### src/rtl/seq_scan_pkg.sv
// seq_scan_pkg: shared types and defaults for the serial pattern scanner.
//   state_e     - controller FSM states
//   *_DEF       - default widths for word, pattern and counters
//   MAX_WORDS   - largest number of words a single scan can cover
package seq_scan_pkg;
  localparam int WORD_W_DEF = 16;
  localparam int PAT_W_DEF  = 12;
  localparam int CNT_W_DEF  = 16;
  localparam int MAX_WORDS  = 255;

  typedef enum logic [1:0] {
    IDLE   = 2'd0,
    RUN    = 2'd1,
    FINISH = 2'd2
  } state_e;
endpackage

### src/rtl/seq_match_core.sv
// seq_match_core: bit-serial history and length-masked pattern compare.
//   clk, reset          - clock, async active-low reset
//   clr_i               - drop history and fill count (scan start)
//   bit_valid_i, bit_i  - one stream bit per cycle when valid
//   cfg_pattern_i/len_i - pattern; bit [len-1] is the oldest expected bit
//   cfg_overlap_i       - 0: restart fill after a match
//   match_o             - combinational: the bit being shifted completes a match
module seq_match_core
  import seq_scan_pkg::*;
#(
  parameter int PAT_W = PAT_W_DEF
) (
  input  logic             clk,
  input  logic             reset,
  input  logic             clr_i,
  input  logic             bit_valid_i,
  input  logic             bit_i,
  input  logic [PAT_W-1:0] cfg_pattern_i,
  input  logic [3:0]       cfg_len_i,
  input  logic             cfg_overlap_i,
  output logic             match_o
);
  localparam int FILL_W = $clog2(PAT_W + 1);

  logic [PAT_W-1:0]  r_hist;
  logic [FILL_W-1:0] r_fill;
  logic [PAT_W-1:0]  w_hist_nxt;
  logic [PAT_W-1:0]  w_mask;
  logic [FILL_W-1:0] w_fill_nxt;

  // Compare against the history as it will be after this bit lands, so the
  // match is reported in the same cycle the completing bit shifts.
  always_comb begin
    w_hist_nxt = {r_hist[PAT_W-2:0], bit_i};
    w_fill_nxt = (32'(r_fill) >= PAT_W) ? r_fill : r_fill + FILL_W'(1);
    w_mask     = ~({PAT_W{1'b1}} << cfg_len_i);
    match_o    = bit_valid_i
              && (32'(w_fill_nxt) >= 32'(cfg_len_i))
              && (((w_hist_nxt ^ cfg_pattern_i) & w_mask) == '0);
  end

  always_ff @(posedge clk or negedge reset) begin
    if (!reset) begin
      r_hist <= '0;
      r_fill <= '0;
    end else if (clr_i) begin
      r_hist <= '0;
      r_fill <= '0;
    end else if (bit_valid_i) begin
      r_hist <= w_hist_nxt;
      // Non-overlapping mode: the bits of a match cannot start the next one.
      r_fill <= (match_o && !cfg_overlap_i) ? '0 : w_fill_nxt;
    end
  end
endmodule

### src/rtl/seq_scan_ctrl.sv
// seq_scan_ctrl: scans a word stream MSB-first for a configurable bit pattern.
//   clk, reset                 - clock, async active-low reset
//   start_i / stop_i           - start (latches cfg_*) / abort a scan
//   cfg_pattern_i, cfg_len_i   - pattern and its length (1..PAT_W)
//   cfg_overlap_i              - allow overlapping matches
//   cfg_words_i                - words per scan (1..255)
//   data_i/data_valid_i/data_ready_o - word handshake
//   det_o, det_pos_o           - match pulse and stream index of completing bit
//   match_cnt_o                - saturating match count of current/last scan
//   busy_o, done_o, err_o      - not idle / scan ended / illegal start
module seq_scan_ctrl
  import seq_scan_pkg::*;
#(
  parameter int WORD_W = WORD_W_DEF,
  parameter int PAT_W  = PAT_W_DEF,
  parameter int CNT_W  = CNT_W_DEF
) (
  input  logic              clk,
  input  logic              reset,
  input  logic              start_i,
  input  logic              stop_i,
  input  logic [PAT_W-1:0]  cfg_pattern_i,
  input  logic [3:0]        cfg_len_i,
  input  logic              cfg_overlap_i,
  input  logic [7:0]        cfg_words_i,
  input  logic [WORD_W-1:0] data_i,
  input  logic              data_valid_i,
  output logic              data_ready_o,
  output logic              det_o,
  output logic [CNT_W-1:0]  det_pos_o,
  output logic [CNT_W-1:0]  match_cnt_o,
  output logic              busy_o,
  output logic              done_o,
  output logic              err_o
);
  localparam int BL_W = $clog2(WORD_W + 1);
  localparam int WC_W = $clog2(MAX_WORDS + 1);

  state_e            r_state, w_state_nxt;
  logic [PAT_W-1:0]  r_pattern;
  logic [3:0]        r_len;
  logic              r_overlap;
  logic [WC_W-1:0]   r_words_cfg;
  logic [WORD_W-1:0] r_buf;
  logic [BL_W-1:0]   r_bits_left;
  logic [WC_W-1:0]   r_words;
  logic [CNT_W-1:0]  r_bit_idx;
  logic              r_det;
  logic [CNT_W-1:0]  r_det_pos;
  logic [CNT_W-1:0]  r_match_cnt;
  logic              r_err;

  logic w_legal, w_start_ok, w_shift, w_ready, w_accept, w_last_bit, w_match;

  assign w_legal    = (cfg_len_i != 4'd0) && (32'(cfg_len_i) <= PAT_W) && (cfg_words_i != 8'd0);
  assign w_start_ok = (r_state == IDLE) && start_i && w_legal;
  assign w_shift    = (r_state == RUN) && (r_bits_left != '0);
  // Refill while the last bit is shifting keeps the bit stream gap-free.
  // A word offered in the stop cycle would only be thrown away, so refuse it.
  assign w_ready    = (r_state == RUN) && !stop_i && (r_bits_left <= BL_W'(1))
                   && (r_words != r_words_cfg);
  assign w_accept   = w_ready && data_valid_i;
  assign w_last_bit = w_shift && (r_bits_left == BL_W'(1)) && (r_words == r_words_cfg);

  always_comb begin
    w_state_nxt  = r_state;
    data_ready_o = w_ready;
    busy_o       = (r_state != IDLE);
    done_o       = (r_state == FINISH);
    case (r_state)
      IDLE:    if (w_start_ok) w_state_nxt = RUN;
      RUN:     if (stop_i || w_last_bit) w_state_nxt = FINISH;
      FINISH:  w_state_nxt = IDLE;
      default: w_state_nxt = IDLE;
    endcase
  end

  always_ff @(posedge clk or negedge reset) begin
    if (!reset) r_state <= IDLE;
    else        r_state <= w_state_nxt;
  end

  seq_match_core #(.PAT_W(PAT_W)) u_core (
    .clk           (clk),
    .reset         (reset),
    .clr_i         (w_start_ok),
    .bit_valid_i   (w_shift),
    .bit_i         (r_buf[WORD_W-1]),
    .cfg_pattern_i (r_pattern),
    .cfg_len_i     (r_len),
    .cfg_overlap_i (r_overlap),
    .match_o       (w_match)
  );

  always_ff @(posedge clk or negedge reset) begin
    if (!reset) begin
      r_pattern   <= '0;
      r_len       <= '0;
      r_overlap   <= 1'b0;
      r_words_cfg <= '0;
      r_buf       <= '0;
      r_bits_left <= '0;
      r_words     <= '0;
      r_bit_idx   <= '0;
      r_det       <= 1'b0;
      r_det_pos   <= '0;
      r_match_cnt <= '0;
      r_err       <= 1'b0;
    end else begin
      r_det <= w_match;
      r_err <= (r_state == IDLE) && start_i && !w_legal;
      if (w_match) r_det_pos <= r_bit_idx;
      if (w_start_ok) begin
        r_pattern   <= cfg_pattern_i;
        r_len       <= cfg_len_i;
        r_overlap   <= cfg_overlap_i;
        r_words_cfg <= WC_W'(cfg_words_i);
        r_bits_left <= '0;
        r_words     <= '0;
        r_bit_idx   <= '0;
        r_match_cnt <= '0;
      end else if (r_state == RUN) begin
        if (w_accept) begin
          r_buf       <= data_i;
          r_bits_left <= BL_W'(WORD_W);
          r_words     <= r_words + WC_W'(1);
        end else if (stop_i) begin
          r_bits_left <= '0;
        end else if (w_shift) begin
          r_buf       <= r_buf << 1;
          r_bits_left <= r_bits_left - BL_W'(1);
        end
        if (w_shift) r_bit_idx <= r_bit_idx + CNT_W'(1);
        if (w_match && (r_match_cnt != '1)) r_match_cnt <= r_match_cnt + CNT_W'(1);
      end
    end
  end

  assign det_o       = r_det;
  assign det_pos_o   = r_det_pos;
  assign match_cnt_o = r_match_cnt;
  assign err_o       = r_err;
endmodule

### config.mk
export PLATFORM = sky130hd
export DESIGN_NAME = seq_scan_ctrl
export DESIGN_NICKNAME = d
export VERILOG_FILES = /design/src/rtl/seq_scan_pkg.sv /design/src/rtl/seq_match_core.sv /design/src/rtl/seq_scan_ctrl.sv
export SDC_FILE = /design/constraint.sdc
export NUM_CORES = 1
export LEC_CHECK = 0
export CAP_MARGIN = 20
export CORE_UTILIZATION = 40
export CTS_BUF_LIST = sky130_fd_sc_hd__clkbuf_8
export DETAILED_ROUTE_END_ITERATION = 6
export PLACE_DENSITY = 0.62
export RECOVER_POWER = 50
export SYNTH_ARGS = -nofsm -noshare
export SYNTH_HDL_FRONTEND = slang
export SYNTH_HIERARCHICAL = 1
export SYNTH_SLANG_ARGS = --single-unit
export TNS_END_PERCENT = 20
### constraint.sdc
create_clock -name clk -period 6.5 [get_ports clk]
set_input_delay 1.3 -clock clk [delete_from_list [all_inputs] [get_ports clk]]
set_output_delay 1.3 -clock clk [all_outputs]
set_load 0.005 [all_outputs]
==> reports/results.txt <==
drc violations: 7
vias in the first global route: 4685
reg2reg end: match_cnt_o[13]
hold depth: 2
final worst path period share: 70.3%
synth cell count leaders: dfrtp_1, nand2_1, nor2_1
Crit path buffers/inverters: 2
Final #Nets: 740
Yosys reg bits: 121
count leader, synth: dfrtp_1
crit end category: asynchronous set/reset pin
Die X-Extent: 125 um
failing checks: design-rule violations, max-capacitance violations, max-slew violations
Net Sw Frac: 34.2%
total die area: 0.0156 mm^2
crit path DAT: 4.82 ns
CTS Hold Bufs: 0
Via Count: 4635
Top delay family on crit path: buffers and inverters
Post-Syn Instances: 602
R2R depth: 13
slew margin rel.: -92.1%
P_leak: 3.27 nW
clock latency on the worst-skew pair: 0.44 ns
minimum clock period: 4.57 ns
Hold Path End: r_pattern[0]
NetSw: 0.831 mW
clk buf depth: 2
Peak Freq: 0.219 GHz
Post-CTS Setup Bufs: 0
All-Layer GR Usage: 18.1%
Diodes inserted: 0
initial DRC count: 343
max-slew violations: 124
XOR/XNOR Fraction of Synth Area: 7.52%
reg2reg start: r_bits_left[0]
pwr/cell area: 330 mW/mm^2
YS warnings: 6
clock power share: 26.2%
r2r setup slk: 2.35 ns
sequential fraction of the synthesis area: 50.0%
cts repair resizes: 0
Yosys cell types: 63
io pins: 83
TritonCTS Buffers: 17
Die H: 125 um
Logic pwr share: 29.3%
mux contribution to synthesized area: 7.63%
Worst-path clk slew: 0.07 ns
Avg Cell Area, Syn: 10.1 um^2
HP Start: r_pattern[0]
Remaining Overflow, GRT: 0
synthesis-to-layout area growth: 21.7%
power share of the sequential group: 44.5%
Finished Cell Area: 0.00737 mm^2
Crit path largest cell delay: 2.00 ns
core area: 0.0146 mm^2
final hold slack: 0.501 ns
synth top area cells: dfrtp_1, nand2_1, xnor2_1
simple-gate portion of the synthesized area: 21.9%
slew at the pin with the worst max-slew slack: 2.88 ns
placed cell area: 0.00699 mm^2
# setup viols final: 0
CP max-delay cell: clkbuf_1
gpl congestion: 0.791
Pint: 1.60 mW
# port buffers: 82
max cap viols: 2
Post-Synthesis Cell Area: 0.00605 mm^2
row cnt: 44
antenna viol nets, final: 0
final hold violation count: 0
critical-path cell list: clkbuf_1 -> clkbuf_2
Synth top area share: 50.0%
critical path fanouts, max: 68
Post-Route WL: 12.9 mm
status: finished, violations left
Root Buffer: clkbuf_8
Initial Util: 41.3%
EDFF count, synth: 0
Place WS: 1.89 ns
largest net degree at the start of global routing: 69
Yosys top cell by area: dfrtp_1
H-tree depth: 4
Post-Syn Nets: 659
IR drop worst, VDD: 134 uV
Setup crit start kind: input pin
final worst slack: 1.93 ns
unrepaired setup endpoints after global routing: no
share of post-route cells with drive strength above 1: 11.2%
HPWL after DPL: 8.89 mm
adder-cell share of the synthesized area: 2.27%
Post-Layout Cell Count: 880
wire per inst: 14.7 um
Final Skew: 0.0133 ns
vias per cell: 5.27
ys flop type: dfrtp_1
Compound-Gate Fraction of Synth Area: 7.63%
worst hold path class: reg -> reg
largest family of logic cells by synthesized area: simple AND/OR/NAND/NOR gates
Cells after DPL: 847
crit path kind: in -> async
drt pass-1 iters: 7
Crit path depth: 2
Post-Route Setup TNS: 0 ns
CTS sink count: 121
TritonCTS clock tree: done
antenna violations before repair: 0
first-pass GRT wire length: 22.7 mm
WP data required: 6.75 ns
asr flop ratio synth: 100%
final cells by class:
class | count | area (um^2)
Fill cell | 1353 | 7280
Sequential cell | 121 | 3030
Multi-Input combinational cell | 446 | 2840
Timing Repair Buffer | 87 | 850
Clock buffer | 22 | 303
Tap cell | 184 | 230
Clock inverter | 10 | 76.3
Inverter | 10 | 37.5
how the worst max path moves through the flow:
stage	from	endpoint	slack, ns
after floorplan	stop_i	data_ready_o	3.37
after global placement	start_i	u_core/r_fill[0]	2.00
after detailed placement	start_i	u_core/r_fill[0]	1.89
after CTS	stop_i	data_ready_o	2.23
after global routing	reset	det_pos_o[8]	1.03
final	reset	det_pos_o[8]	1.93
worst register-to-register path, delay by kind of cell (launching register included):
family	cells	cell delay (ns)
xor gates and xnor gates	1	0.15
buffers and inverters	3	1.11
adders and majority gates	1	0.21
and+or+nand+nor	8	2.09
DFF	1	0.46
logic make-up (layout without fill, tap and decap cells):
group                    after synthesis  count (layout)
flip-flops                           121             121
multiplexers                          44              44
buffers and inverters                 35             129
AO/OA/AOI/OAI                         72              72
XOR/XNOR                              52              52
AND/OR/NAND/NOR                      267             267
adder cells (fa/ha/maj)               11              11
stage by stage:
| stage | utilization [%] | power (mW) |
|---|---|---|
| finish | 50.3 | 2.43 |
| global route | 50.3 | 2.61 |
| CTS | 50.3 | 2.47 |
| detailed placement | 47.7 | 1.82 |
| global placement | 47.7 | 1.79 |
| floorplan | - | 1.59 |
per-layer routing:
metal  share of wire, %  vias to the layer above  wire [um]  track usage, %
met5                  0                        -          0               0
met4                1.7                        0        219            6.67
met3                4.3                       22        559            4.88
met2                 48                      109       6170            29.0
met1                 46                     2263       5950            23.7
li1                   -                     2241          -               -
flip-flops by register name (all words and copies together), names as in the netlist:
signal,flops
r_words,8
r_bits_left,5
r_buf,16
r_words_cfg,8
u_core/r_hist,11
r_pattern,12
match_cnt_o,16
det_o,1
r_state,2
det_pos_o,16
u_core/r_fill,4
r_len,4
r_bit_idx,16
r_overlap,1
err_o,1
power by group through the flow:
stage | clock network (mW) | logic (mW) | registers, mW
2_1_floorplan | 0 | 0.552 | 1.04
3_3_place_gp | 0 | 0.701 | 1.09
3_5_place_dp | 0 | 0.723 | 1.10
4_1_cts | 0.656 | 0.729 | 1.08
5_1_grt | 0.693 | 0.813 | 1.11
6_report | 0.637 | 0.714 | 1.08
layout by cell type (no fill, tap or decap), types with 2 or more instances in the layout:
master | netlist | routed
nor2b_1 | 5 | 5
a21oi_1 | 15 | 15
or3_1 | 4 | 4
clkdlybuf4s50_1 | 0 | 64
nand4_1 | 11 | 11
ha_1 | 11 | 11
nand3b_1 | 2 | 2
o211ai_1 | 2 | 2
inv_1 | 8 | 12
a32o_1 | 2 | 2
or4_1 | 3 | 3
nor3b_2 | 2 | 2
nand2b_1 | 2 | 2
nor3_2 | 2 | 2
clkinvlp_4 | 0 | 2
xnor2_1 | 32 | 32
clkbuf_8 | 0 | 22
a21oi_2 | 3 | 3
xor2_1 | 20 | 20
nor3_1 | 7 | 7
or3_4 | 2 | 2
nand2_1 | 112 | 112
a211oi_1 | 5 | 5
nor2_1 | 62 | 62
nor4_4 | 2 | 2
nor4_1 | 10 | 10
buf_4 | 3 | 4
dfrtp_1 | 121 | 121
or2_2 | 2 | 2
clkinv_2 | 0 | 4
and4_1 | 4 | 4
o21ai_0 | 26 | 26
and3_1 | 4 | 4
a31o_2 | 2 | 2
dlygate4sd3_1 | 0 | 17
o22ai_1 | 3 | 3
mux2_2 | 17 | 17
nand3_1 | 19 | 19
a31oi_1 | 3 | 3
mux2i_1 | 27 | 27
Power figures use the tool's default switching activity.
